==> src/rtl/fetch_pkg.sv <==
// Shared types and constants for the instruction fetch sequencer.
package fetch_pkg;

    localparam int XLEN        = 32;
    localparam int INSTR_BYTES = 4;
    localparam int ALIGN_BITS  = $clog2(INSTR_BYTES);

    // Fetch sequencer control states.
    typedef enum logic [2:0] {
        ST_IDLE   = 3'd0,
        ST_REQ    = 3'd1,
        ST_WAIT   = 3'd2,
        ST_DRAIN  = 3'd3,
        ST_HOLD   = 3'd4,
        ST_HALTED = 3'd5
    } fetch_state_t;

    // A fetch target is usable only if it lands on an instruction boundary.
    function automatic logic is_aligned(input logic [XLEN-1:0] addr);
        return addr[ALIGN_BITS-1:0] == '0;
    endfunction

endpackage

==> src/rtl/fetch_sequencer.sv <==
// Instruction fetch sequencer: issues one memory request at a time from the
// external program counter, hands the returned word to decode, and steers the
// program counter on accepts (+4) and redirects (load). Responses belonging to
// an abandoned fetch are drained and dropped before fetching resumes.
module fetch_sequencer
    import fetch_pkg::*;
(
    input  logic            clk,
    input  logic            rst,
    input  logic            start,
    input  logic            halt,
    input  logic [XLEN-1:0] pc_cur,
    output logic            pc_load,
    output logic            pc_inc,
    output logic [XLEN-1:0] pc_target,
    output logic            imem_req,
    output logic [XLEN-1:0] imem_addr,
    input  logic            imem_gnt,
    input  logic            imem_rvalid,
    input  logic [XLEN-1:0] imem_rdata,
    output logic            instr_valid,
    output logic [XLEN-1:0] instr,
    output logic [XLEN-1:0] instr_pc,
    input  logic            instr_ready,
    input  logic            redirect,
    input  logic [XLEN-1:0] redirect_pc,
    output logic            misaligned,
    output logic [XLEN-1:0] fetch_count
);

    fetch_state_t state;
    fetch_state_t state_next;

    logic active;
    logic redir_ok;
    logic redir_bad;
    logic stop_now;
    logic capture;

    // Redirects only mean something while a fetch stream is running.
    assign active    = (state == ST_REQ) || (state == ST_WAIT) ||
                       (state == ST_DRAIN) || (state == ST_HOLD);
    assign redir_ok  = active && redirect && is_aligned(redirect_pc);
    assign redir_bad = active && redirect && !is_aligned(redirect_pc);
    // Once nothing is outstanding, any of these means fetching must stop.
    assign stop_now  = halt || misaligned || redir_bad;
    // A word is kept for decode only if this fetch is neither redirected nor halted.
    assign capture   = (state == ST_WAIT) && imem_rvalid && !redirect && !halt;

    // State register.
    always_ff @(posedge clk or posedge rst) begin
        if (rst) begin
            state <= ST_IDLE;
        end else begin
            state <= state_next;
        end
    end

    // Next-state selection; redirects take precedence over normal progress.
    always_comb begin
        state_next = state;
        unique case (state)
            ST_IDLE: begin
                if (start) state_next = ST_REQ;
            end
            ST_REQ: begin
                if (redirect) begin
                    // A granted request still owes a response that must be dropped.
                    if (imem_gnt)      state_next = ST_DRAIN;
                    else if (stop_now) state_next = ST_HALTED;
                end else if (imem_gnt) begin
                    state_next = ST_WAIT;
                end else if (halt) begin
                    state_next = ST_HALTED;
                end
            end
            ST_WAIT: begin
                if (redirect) begin
                    if (!imem_rvalid)  state_next = ST_DRAIN;
                    else if (stop_now) state_next = ST_HALTED;
                    else               state_next = ST_REQ;
                end else if (imem_rvalid) begin
                    state_next = halt ? ST_HALTED : ST_HOLD;
                end
            end
            ST_DRAIN: begin
                if (imem_rvalid) state_next = stop_now ? ST_HALTED : ST_REQ;
            end
            ST_HOLD: begin
                if (redirect)         state_next = stop_now ? ST_HALTED : ST_REQ;
                else if (instr_ready) state_next = halt ? ST_HALTED : ST_REQ;
            end
            ST_HALTED: begin
                state_next = ST_HALTED;
            end
            default: begin
                state_next = ST_IDLE;
            end
        endcase
    end

    // Strobes decoded from the current state and this cycle's inputs.
    always_comb begin
        imem_req    = (state == ST_REQ);
        imem_addr   = pc_cur;
        pc_load     = redir_ok;
        pc_target   = redirect_pc;
        // A redirect kills the held instruction in the same cycle, so it can
        // never be accepted alongside a PC load.
        instr_valid = (state == ST_HOLD) && !redirect;
        pc_inc      = (state == ST_HOLD) && !redirect && instr_ready;
    end

    // Instruction word and its address, held stable while decode stalls.
    always_ff @(posedge clk or posedge rst) begin
        if (rst) begin
            instr    <= '0;
            instr_pc <= '0;
        end else if (capture) begin
            instr    <= imem_rdata;
            instr_pc <= pc_cur;
        end
    end

    // Accepted-instruction counter; wraps naturally at the top of its range.
    always_ff @(posedge clk or posedge rst) begin
        if (rst) begin
            fetch_count <= '0;
        end else if (pc_inc) begin
            fetch_count <= fetch_count + 1'b1;
        end
    end

    // Misaligned-target flag stays set until the next reset.
    always_ff @(posedge clk or posedge rst) begin
        if (rst) begin
            misaligned <= 1'b0;
        end else if (redir_bad) begin
            misaligned <= 1'b1;
        end
    end

endmodule

==> config.mk <==
export PLATFORM = sky130hd
export DESIGN_NAME = fetch_sequencer
export DESIGN_NICKNAME = d
export VERILOG_FILES = /design/src/rtl/fetch_pkg.sv /design/src/rtl/fetch_sequencer.sv
export SDC_FILE = /design/constraint.sdc
export NUM_CORES = 1
export LEC_CHECK = 0
export ABC_CLOCK_PERIOD_IN_PS = 4600
export CELL_PAD_IN_SITES_DETAIL_PLACEMENT = 1
export CELL_PAD_IN_SITES_GLOBAL_PLACEMENT = 1
export CORE_MARGIN = 4
export CORE_UTILIZATION = 29
export CTS_BUF_LIST = sky130_fd_sc_hd__clkbuf_16
export DETAILED_ROUTE_END_ITERATION = 12
export GPL_TIMING_DRIVEN = 0
export PLACE_DENSITY = 0.93
export RECOVER_POWER = 50
export SYNTH_ARGS = -nofsm -noshare
export SYNTH_HDL_FRONTEND = slang
export SYNTH_SLANG_ARGS = --single-unit
==> constraint.sdc <==
create_clock -name clk -period 4.6 [get_ports clk]
set_input_delay 0.92 -clock clk [delete_from_list [all_inputs] [get_ports clk]]
set_output_delay 0.92 -clock clk [all_outputs]
set_load 0.005 [all_outputs]
# Word level (Yosys, flattened, before mapping)
# Cells that the tools add are included.
# word_totals
register_bits	100
input_bits	104
output_inout_bits	165
elab_cells	52
# op_classes
add_sub_neg	1
eq_ne	11
n_mux	16
n_reduce_logical	19
# ops
operator	n
3-bit two-way mux	14
32-bit by 1-bit adder with 32-bit output, second input constant	1
3-bit case mux with 6 select lines	1
1-bit logical AND	8
3-bit by 2-bit equality test with 1-bit output, second input constant	2
3-bit equality test, second input constant	2
3-bit != test, second input constant	2
6-bit AND reduction	1
1-bit logical OR	5
2-bit != test, second input constant	2
4-bit by 2-bit != test with 1-bit output, second input constant	1
4-bit by 3-bit != test with 1-bit output, second input constant	1
3-bit by 1-bit equality test with 1-bit output, second input constant	1
1-bit logical NOT	3
3-bit logical NOT	1
2-bit logical NOT	1
1-bit two-way mux	1

# Longest topological paths before layout
# Gate-level depths: netlist (run 1).
# depth
word_depth	11
depth_mapped	6
depth_no_buf	5

# Worst setup path after synthesis (run 1)
# Ideal clock, no wire load.
# synth_path
path_type	in2out
from	in redirect
to	out pc_inc
arrival_ns	1.702
setup_slack_ns	1.978
cell_stages	3
n_path_buf	1
path_cell_list	buf_6 -> nor4b_4 -> and2_1
# synth_via
elab_chain_cells	3
# synth_lines
element	line	rtl
start: declaration	fetch_sequencer.sv:25	input logic redirect,
1-bit logical NOT	--	
1-bit logical AND	--	
named net instr_valid	fetch_sequencer.sv:21	output logic instr_valid,
1-bit logical AND	fetch_sequencer.sv:111	pc_inc = (state == ST_HOLD) && !redirect && instr_ready;
end: declaration	fetch_sequencer.sv:14	output logic pc_inc,
# The timed path passes the listed nets, and every way through them passes these cells.

# Final worst setup path (run 1)
# layout_path
from	in redirect_pc[1]
to	out pc_load
# layout_via
elab_chain_cells	2
# layout_lines
element	line	rtl
start: declaration	fetch_sequencer.sv:26	input logic [XLEN-1:0] redirect_pc,
2-bit logical NOT	fetch_pkg.sv:20	return addr[ALIGN_BITS-1:0] == '0;
1-bit logical AND	fetch_sequencer.sv:43	assign redir_ok = active && redirect && is_aligned(redirect_pc);
end: declaration	fetch_sequencer.sv:13	output logic pc_load,
# No other way between the ends.

==> run metrics, run 1 <==
status=complete, but fails checks; violated checks=capacitance limit, slew limit; Post-synth ARST share=100%; routed len/inst=18.4 µm; CTS buffer count=9; CP required=3.68 ns; first-pass GRT wire length=~24 mm; 1st-iter DRT viols=124; final std cells w/o fill=about 850; detailed placement HPWL=12.7 mm; Setup WS pre-CTS=1.32 ns; crit share post-route=a little under three quarters; Root Buffer=clkbuf_16; most used routing layer=met2; worst min path class=reg -> reg; IO Pins=between 200 and 300; CTS resizes=0; TritonCTS clock tree=done; core area=approximately 0.016 mm²; Worst-Margin Slew=2.31 ns; Rel. slew slack=-55.1%; die height=between 100 and 150 µm; antenna viol nets, final=0; ratio of cells with drive above 1 in the final layout=26.3%; Multi-input gate area=0.00162 mm²; Arr. time, crit path=between 2 and 2.5 ns; P per Cell Area=around 330 mW/mm²; GRT Util Overall=around 16%; full die area=~0.018 mm²; Reg clk slew, reported paths=roughly 0.07 ns; vias in the first global route=4073; worst vdd ir=approximately 0.00017 V; nets=roughly 730; site row count=46; Synth Instances=~380; largest area contributor in the netlist=dfrtp_1; met3 Use GR=5.61%; Yosys warnings=0; Max clock buf depth=2; Syn Nets=483; Via-to-Cell Ratio=4.46; PortBufs=237; initial core utilization=29.6%; gpl congestion=a little under 0.8; Setup WS post-layout=1.30 ns; buffer count from post-CTS setup fixing=0; crit-path max cell delay=0.55 ns; max-slew violations=50; crit path buf inv count=2; fillcell total=around 1700; Startpoint Class=input pin; main flop type after synthesis=dfrtp_1; Final min period=around 3.3 ns; final antenna diode count=0; dpl cell area=0.00740 mm²; syn avg cell area=12.5 µm²; WS Path Type=in -> out; Fmax achieved=0.303 GHz; Slowest cell on crit path=dlygate4sd3_1; largest net degree at the start of global routing=52; Placed Cells=around 830; crit end category=primary output; worst hold path startpoint=fetch_count[31]; EDFF count, synth=0; Distinct cells, synth=40; cell family with the largest share of critical-path delay=buffers and inverters; synth-to-layout area growth=62.5%; Setup crit start=redirect_pc[1]; MaxCap Viol Count=1; critical path, cell by cell=dlygate4sd3_1 -> nor2_1 -> nand2_1 -> nor3_1 -> clkdlybuf4s50_1; chip width=between 100 and 150 µm; Final Hold Fails=0; setup violators final=0; CTS Hold Buffers Added=0; top-area cell type share of the netlist area=~53%; #FFs+latches synth=100; Post-route DRC=0; H-tree depth=3; Netlist Area Pre-Place=0.00473 mm²; First-pass DRT Iterations=4; setup TNS=0 ns; met1 Usage GRT=between 10% and 20%; worst skew pair latency=between 0.3 and 0.4 ns; Register Area=roughly 0.0025 mm²; total grt overflow=0; initial antenna violation count=0; Pleak=about 3.7 nW; met2 Usage GRT=29.8%; RSZ-0062 raised after global routing=false; final core occ=between 40 and 50%; Worst Skew=~0.008 ns; Seq/Total Area, Yosys=between 50% and 60%; Crit Reg-Reg Startpoint=state[1]; Fin Hold WS=around 0.47 ns; via count=between 3000 and 4000; CTS sink count=100; Crit Path Max Fanout=2; top post-synthesis cells by area=dfrtp_1 53%, mux2_2 15%, buf_4 10%; cell area after layout=between 0.007 and 0.008 mm²; total power=2.52 mW; Detailed Route WL=between 15 and 20 mm
-- sequential cells by signal, indices dropped and copies added (netlist names) --
| signal | count |
|---|---|
| state | 3 |
| fetch_count | 32 |
| instr_pc | 32 |
| misaligned | 1 |
| instr | 32 |
-- layer usage --
layer / up-vias / routed length [µm]
li1: 1739 / -
met1: 1867 / 5790
met2: 164 / 8080
met3: 16 / 1440
met4: 0 / 250
met5: - / 0
-- cell type report --
cell class / instances / share of cell area, %
repair buffers: 238 / 31.3
plain buffers: 79 / 7.23
clock buffers: 9 / 2.93
flip-flops and latches: 100 / 32.6
well taps: 216 / 3.52
inverters: 8 / 0.407
multi-input cells: 191 / 21.1
clock inverters: 7 / 1.01
-- kinds of logic (layout without fill, tap and decap cells) --
| group | Yosys count | in the layout | synth area share (%) |
|---|---|---|---|
| compound gates | 13 | 13 | 1.83 |
| xor+xnor | 31 | 31 | 5.75 |
| fa+ha+maj | 1 | 1 | 0.265 |
| buf+inv | 87 | 341 | 12.6 |
| flops | 100 | 100 | 53.0 |
| mux | 65 | 65 | 15.5 |
| simple gates | 81 | 81 | 11.1 |
-- synthesized netlist by cell type, types with 2 or more instances --
| library cell | instances |
|---|---|
| nor2_1 | 8 |
| nor4_2 | 6 |
| nand3_1 | 11 |
| nor3_1 | 12 |
| buf_2 | 10 |
| xor2_1 | 22 |
| nand2_1 | 11 |
| nor2b_1 | 2 |
| buf_6 | 2 |
| and2_1 | 2 |
| a21oi_1 | 3 |
| nand4_2 | 2 |
| xnor2_1 | 9 |
| clkbuf_1 | 2 |
| inv_1 | 8 |
| mux2_2 | 65 |
| nand4_1 | 2 |
| and3_1 | 3 |
| nor4_1 | 4 |
| buf_4 | 64 |
| nor4b_1 | 2 |
| and4_1 | 5 |
| nor3b_1 | 3 |
| nand2b_1 | 3 |
| dfrtp_1 | 100 |
| o21ai_0 | 3 |
-- cell usage in the layout, fill, tap and decap left out, drive strengths merged, types with 4 or more instances in the layout --
cell,n
dlygate4sd3,72
nand3,11
clkbuf,13
dfrtp,100
xnor2,9
and4,5
nand4,4
nor4,10
buf,76
nand2,11
xor2,22
nor3,12
inv,9
nor2,8
mux2,65
clkdlybuf4s50,165
-- where the power goes --
group / leakage [nW] / internal [mW] / total (mW) / switching [mW]
registers: 1.36 / 1.00 / 1.08 / 0.0821
logic: 2.21 / 0.430 / 0.670 / 0.240
clock network: 0.145 / 0.426 / 0.770 / 0.345
total: 3.71 / 1.86 / 2.52 / 0.667
-- final timing paths --
check | to | cells past startpoint | slack (ns)
min in group asynchronous | instr_pc[30] | 2 | 1.64
max | pc_load | 5 | 1.30
min | fetch_count[31] | 1 | 0.47
max reg2reg | fetch_count[27] | 5 | 2.28
max in group asynchronous | instr_pc[29] | 2 | 1.89
min reg2reg | fetch_count[31] | 1 | 0.47
(Power assumes the default switching activity.)
==> run 2: changes to the inputs <==
--- a/config.mk
+++ b/config.mk
@@ -5,7 +5,7 @@
 export SDC_FILE = /design/constraint.sdc
 export NUM_CORES = 1
 export LEC_CHECK = 0
-export ABC_CLOCK_PERIOD_IN_PS = 4600
+export ABC_CLOCK_PERIOD_IN_PS = 3250
 export CELL_PAD_IN_SITES_DETAIL_PLACEMENT = 1
 export CELL_PAD_IN_SITES_GLOBAL_PLACEMENT = 1
 export CORE_MARGIN = 4
==> constraint.sdc (replaced) <==
create_clock -name clk -period 3.25 [get_ports clk]
set_input_delay 0.65 -clock clk [delete_from_list [all_inputs] [get_ports clk]]
set_output_delay 0.65 -clock clk [all_outputs]
set_load 0.005 [all_outputs]
==> run 2 against run 1 <==
Register-to-register slack got worse by 1.3 ns. The run now ends clean. Non-clock buffer count rose by 1. Highest routed layer unchanged. Critical path depth fell by 2. Via count fell by 0.40%. Cell area barely moved. Routed wire length fell by 0.55%. Sequential share of layout area barely moved.
==> run metrics, run 2 (synthesis gave the netlist of run 1 again) <==
Max clock buf depth=2 (unchanged); setup TNS=0 ns (unchanged); Setup WS pre-CTS=0.478 ns (was 1.32 ns); chip width=136 µm (unchanged); nets=733 (was 732); setup violators final=0 (unchanged); initial core utilization=29.6% (unchanged); WS Path Type=reg -> out (was in -> out); GRT Util Overall=16.7% (was 16.4%); die height=136 µm (unchanged); First-pass DRT Iterations=4 (unchanged); RSZ-0062 raised after global routing=false (unchanged); final antenna diode count=0 (unchanged); Final min period=around 2.9 ns; dpl cell area=0.00741 mm² (was 0.00740 mm²); Final Hold Fails=0 (unchanged); crit share post-route=around 88%; H-tree depth=3 (unchanged); Post-route DRC=0 (unchanged); full die area=0.0184 mm² (unchanged); cell family with the largest share of critical-path delay=simple AND/OR/NAND/NOR gates (was buffers and inverters); Pleak=3.67 nW (was 3.71 nW); Reg clk slew, reported paths=0.07 ns (about the same); critical path, cell by cell=nor4b_4 -> and2_0 -> clkdlybuf4s50_1 (was dlygate4sd3_1 -> nor2_1 -> nand2_1 -> nor3_1 -> clkdlybuf4s50_1); CTS sink count=100 (unchanged); buffer count from post-CTS setup fixing=0 (unchanged); CTS Hold Buffers Added=0 (unchanged); P per Cell Area=472 mW/mm² (was 329 mW/mm²); Rel. slew slack=16.2% (was -55.1%); gpl congestion=0.775 (was 0.792); worst vdd ir=0.000250 V (was 0.000168 V); crit path buf inv count=1 (was 2); worst skew pair latency=0.35 ns (about the same); Startpoint Class=flip-flop (was input pin); worst min path class=reg -> reg (unchanged); status=completed (was complete, but fails checks); Worst-Margin Slew=1.25 ns (was 2.31 ns); crit-path max cell delay=0.59 ns (was 0.55 ns); CTS resizes=0 (unchanged); via count=3771 (was 3786); commonest non-fill, non-tap cell in the layout=clkdlybuf4s50_1 (unchanged); Fmax achieved=about 0.35 GHz; MaxCap Viol Count=0 (was 1); site row count=46 (unchanged); CP required=2.60 ns (was 3.68 ns); Root Buffer=clkbuf_16 (unchanged); IO Pins=269 (unchanged); detailed placement HPWL=12.8 mm (was 12.7 mm); PortBufs=237 (unchanged); Largest regs=fetch_count: 32 flops, instr: 32 flops, instr_pc: 32 flops (unchanged); 1st-iter DRT viols=130 (was 124); synth-to-layout area growth=62.6% (was 62.5%); initial antenna violation count=0 (unchanged); most frequent cells in the layout=162 x clkdlybuf4s50_1, 100 x dfrtp_1, 75 x dlygate4sd3_1, 65 x mux2_2, 64 x buf_4 (was 165 x clkdlybuf4s50_1, 100 x dfrtp_1, 72 x dlygate4sd3_1, 65 x mux2_2, 64 x buf_4); largest net degree at the start of global routing=45 (was 52); vias in the first global route=4261 (was 4073); cell area after layout=0.00768 mm² (about the same); first-pass GRT wire length=23.9 mm (was 23.5 mm); total grt overflow=0 (unchanged); routed len/inst=18.2 µm (was 18.4 µm); Setup WS post-layout=0.386 ns (was 1.30 ns); TritonCTS clock tree=done (unchanged); core area=0.0159 mm² (unchanged); Crit Path Max Fanout=9 (was 2); Worst Skew=0.00598 ns (was 0.00799 ns); Slowest cell on crit path=nor4b_4 (was dlygate4sd3_1); Arr. time, crit path=2.21 ns (was 2.38 ns); CTS buffer count=9 (unchanged); Via-to-Cell Ratio=4.45 (was 4.46); antenna viol nets, final=0 (unchanged); crit end category=primary output (unchanged); ratio of cells with drive above 1 in the final layout=26.9% (was 26.3%); Detailed Route WL=15.5 mm (was 15.6 mm); max-slew violations=0 (was 50)
run 2: cell count changes in the layout (fill, tap and decap cells not counted), moves of 2 or more:
cell,before,now
clkbuf_2,0,2
clkdlybuf4s50_1,165,162
clkinv_2,0,2
clkinvlp_4,2,0
dlygate4sd3_1,72,75
nand4_1,4,2
nand4_2,0,2
run 2: layout make-up:
type	count	area (µm²)
clock inverter	6	87.6
inverter	8	31.3
sequential	100	2500
clock buffer	9	225
multi-input combinational	191	1630
timing repair buffer	239	2380
fill	1675	8260
tap	216	270
buffer	79	557
run 2: power breakdown:
group          total [mW]  leakage, nW  switching, mW  internal, mW
registers            1.53         1.36          0.115          1.42
logic               0.956         2.16          0.338         0.617
clock network        1.14        0.156          0.472         0.672
run 2: final timing paths:
| check | slack [ns] | to | depth (start not counted) | start |
|---|---|---|---|---|
| worst max-delay path | 0.39 | pc_inc | 3 | state[1] |
| worst min-delay path | 0.47 | fetch_count[31] | 1 | fetch_count[31] |
| worst max register to register | 0.96 | fetch_count[27] | 5 | state[1] |
| worst min register to register | 0.47 | fetch_count[31] | 1 | fetch_count[31] |
| max in group asynchronous | 0.64 | instr_pc[16] | 3 | rst |
| min in group asynchronous | 1.02 | instr[6] | 2 | rst |
run 2: per-stage QoR:
step,power (mW),hold WS (ns),instances,util (%)
after global routing,3.82,0.510,848,48.2
after detailed placement,2.58,0.476,833,46.5
final,3.63,0.475,848,48.2
after CTS,3.74,0.485,848,48.5
after global placement,2.50,0.470,831,46.2
after floorplan,1.92,0.465,378,-
run 2: routing by layer:
| layer | wire [µm] | share of wire (%) | vias to the layer above | global-route usage, % |
|---|---|---|---|---|
| li1 | - | - | 1738 | - |
| met1 | 5340 | 35 | 1864 | 17.2 |
| met2 | 8500 | 55 | 151 | 31.9 |
| met3 | 1420 | 9.2 | 18 | 5.87 |
| met4 | 214 | 1.4 | 0 | 4.42 |
| met5 | 0 | 0 | - | 0 |
run 2: worst reg2reg max path, stage by stage (launching register included):
cell      delay, ns
dfrtp_1        0.45
nor4b_4        0.59
nand4_2        0.26
clkbuf_1       0.34
nor4_2         0.38
xor2_1         0.19
==> run 3: changes to the inputs <==
--- a/config.mk
+++ b/config.mk
@@ -6,6 +6,7 @@
 export NUM_CORES = 1
 export LEC_CHECK = 0
 export ABC_CLOCK_PERIOD_IN_PS = 3250
+export CAP_MARGIN = 10
 export CELL_PAD_IN_SITES_DETAIL_PLACEMENT = 1
 export CELL_PAD_IN_SITES_GLOBAL_PLACEMENT = 1
 export CORE_MARGIN = 4
==> results of run 3 <==
Same layout as run 2: the final DEF is identical, and so are final timing and power.
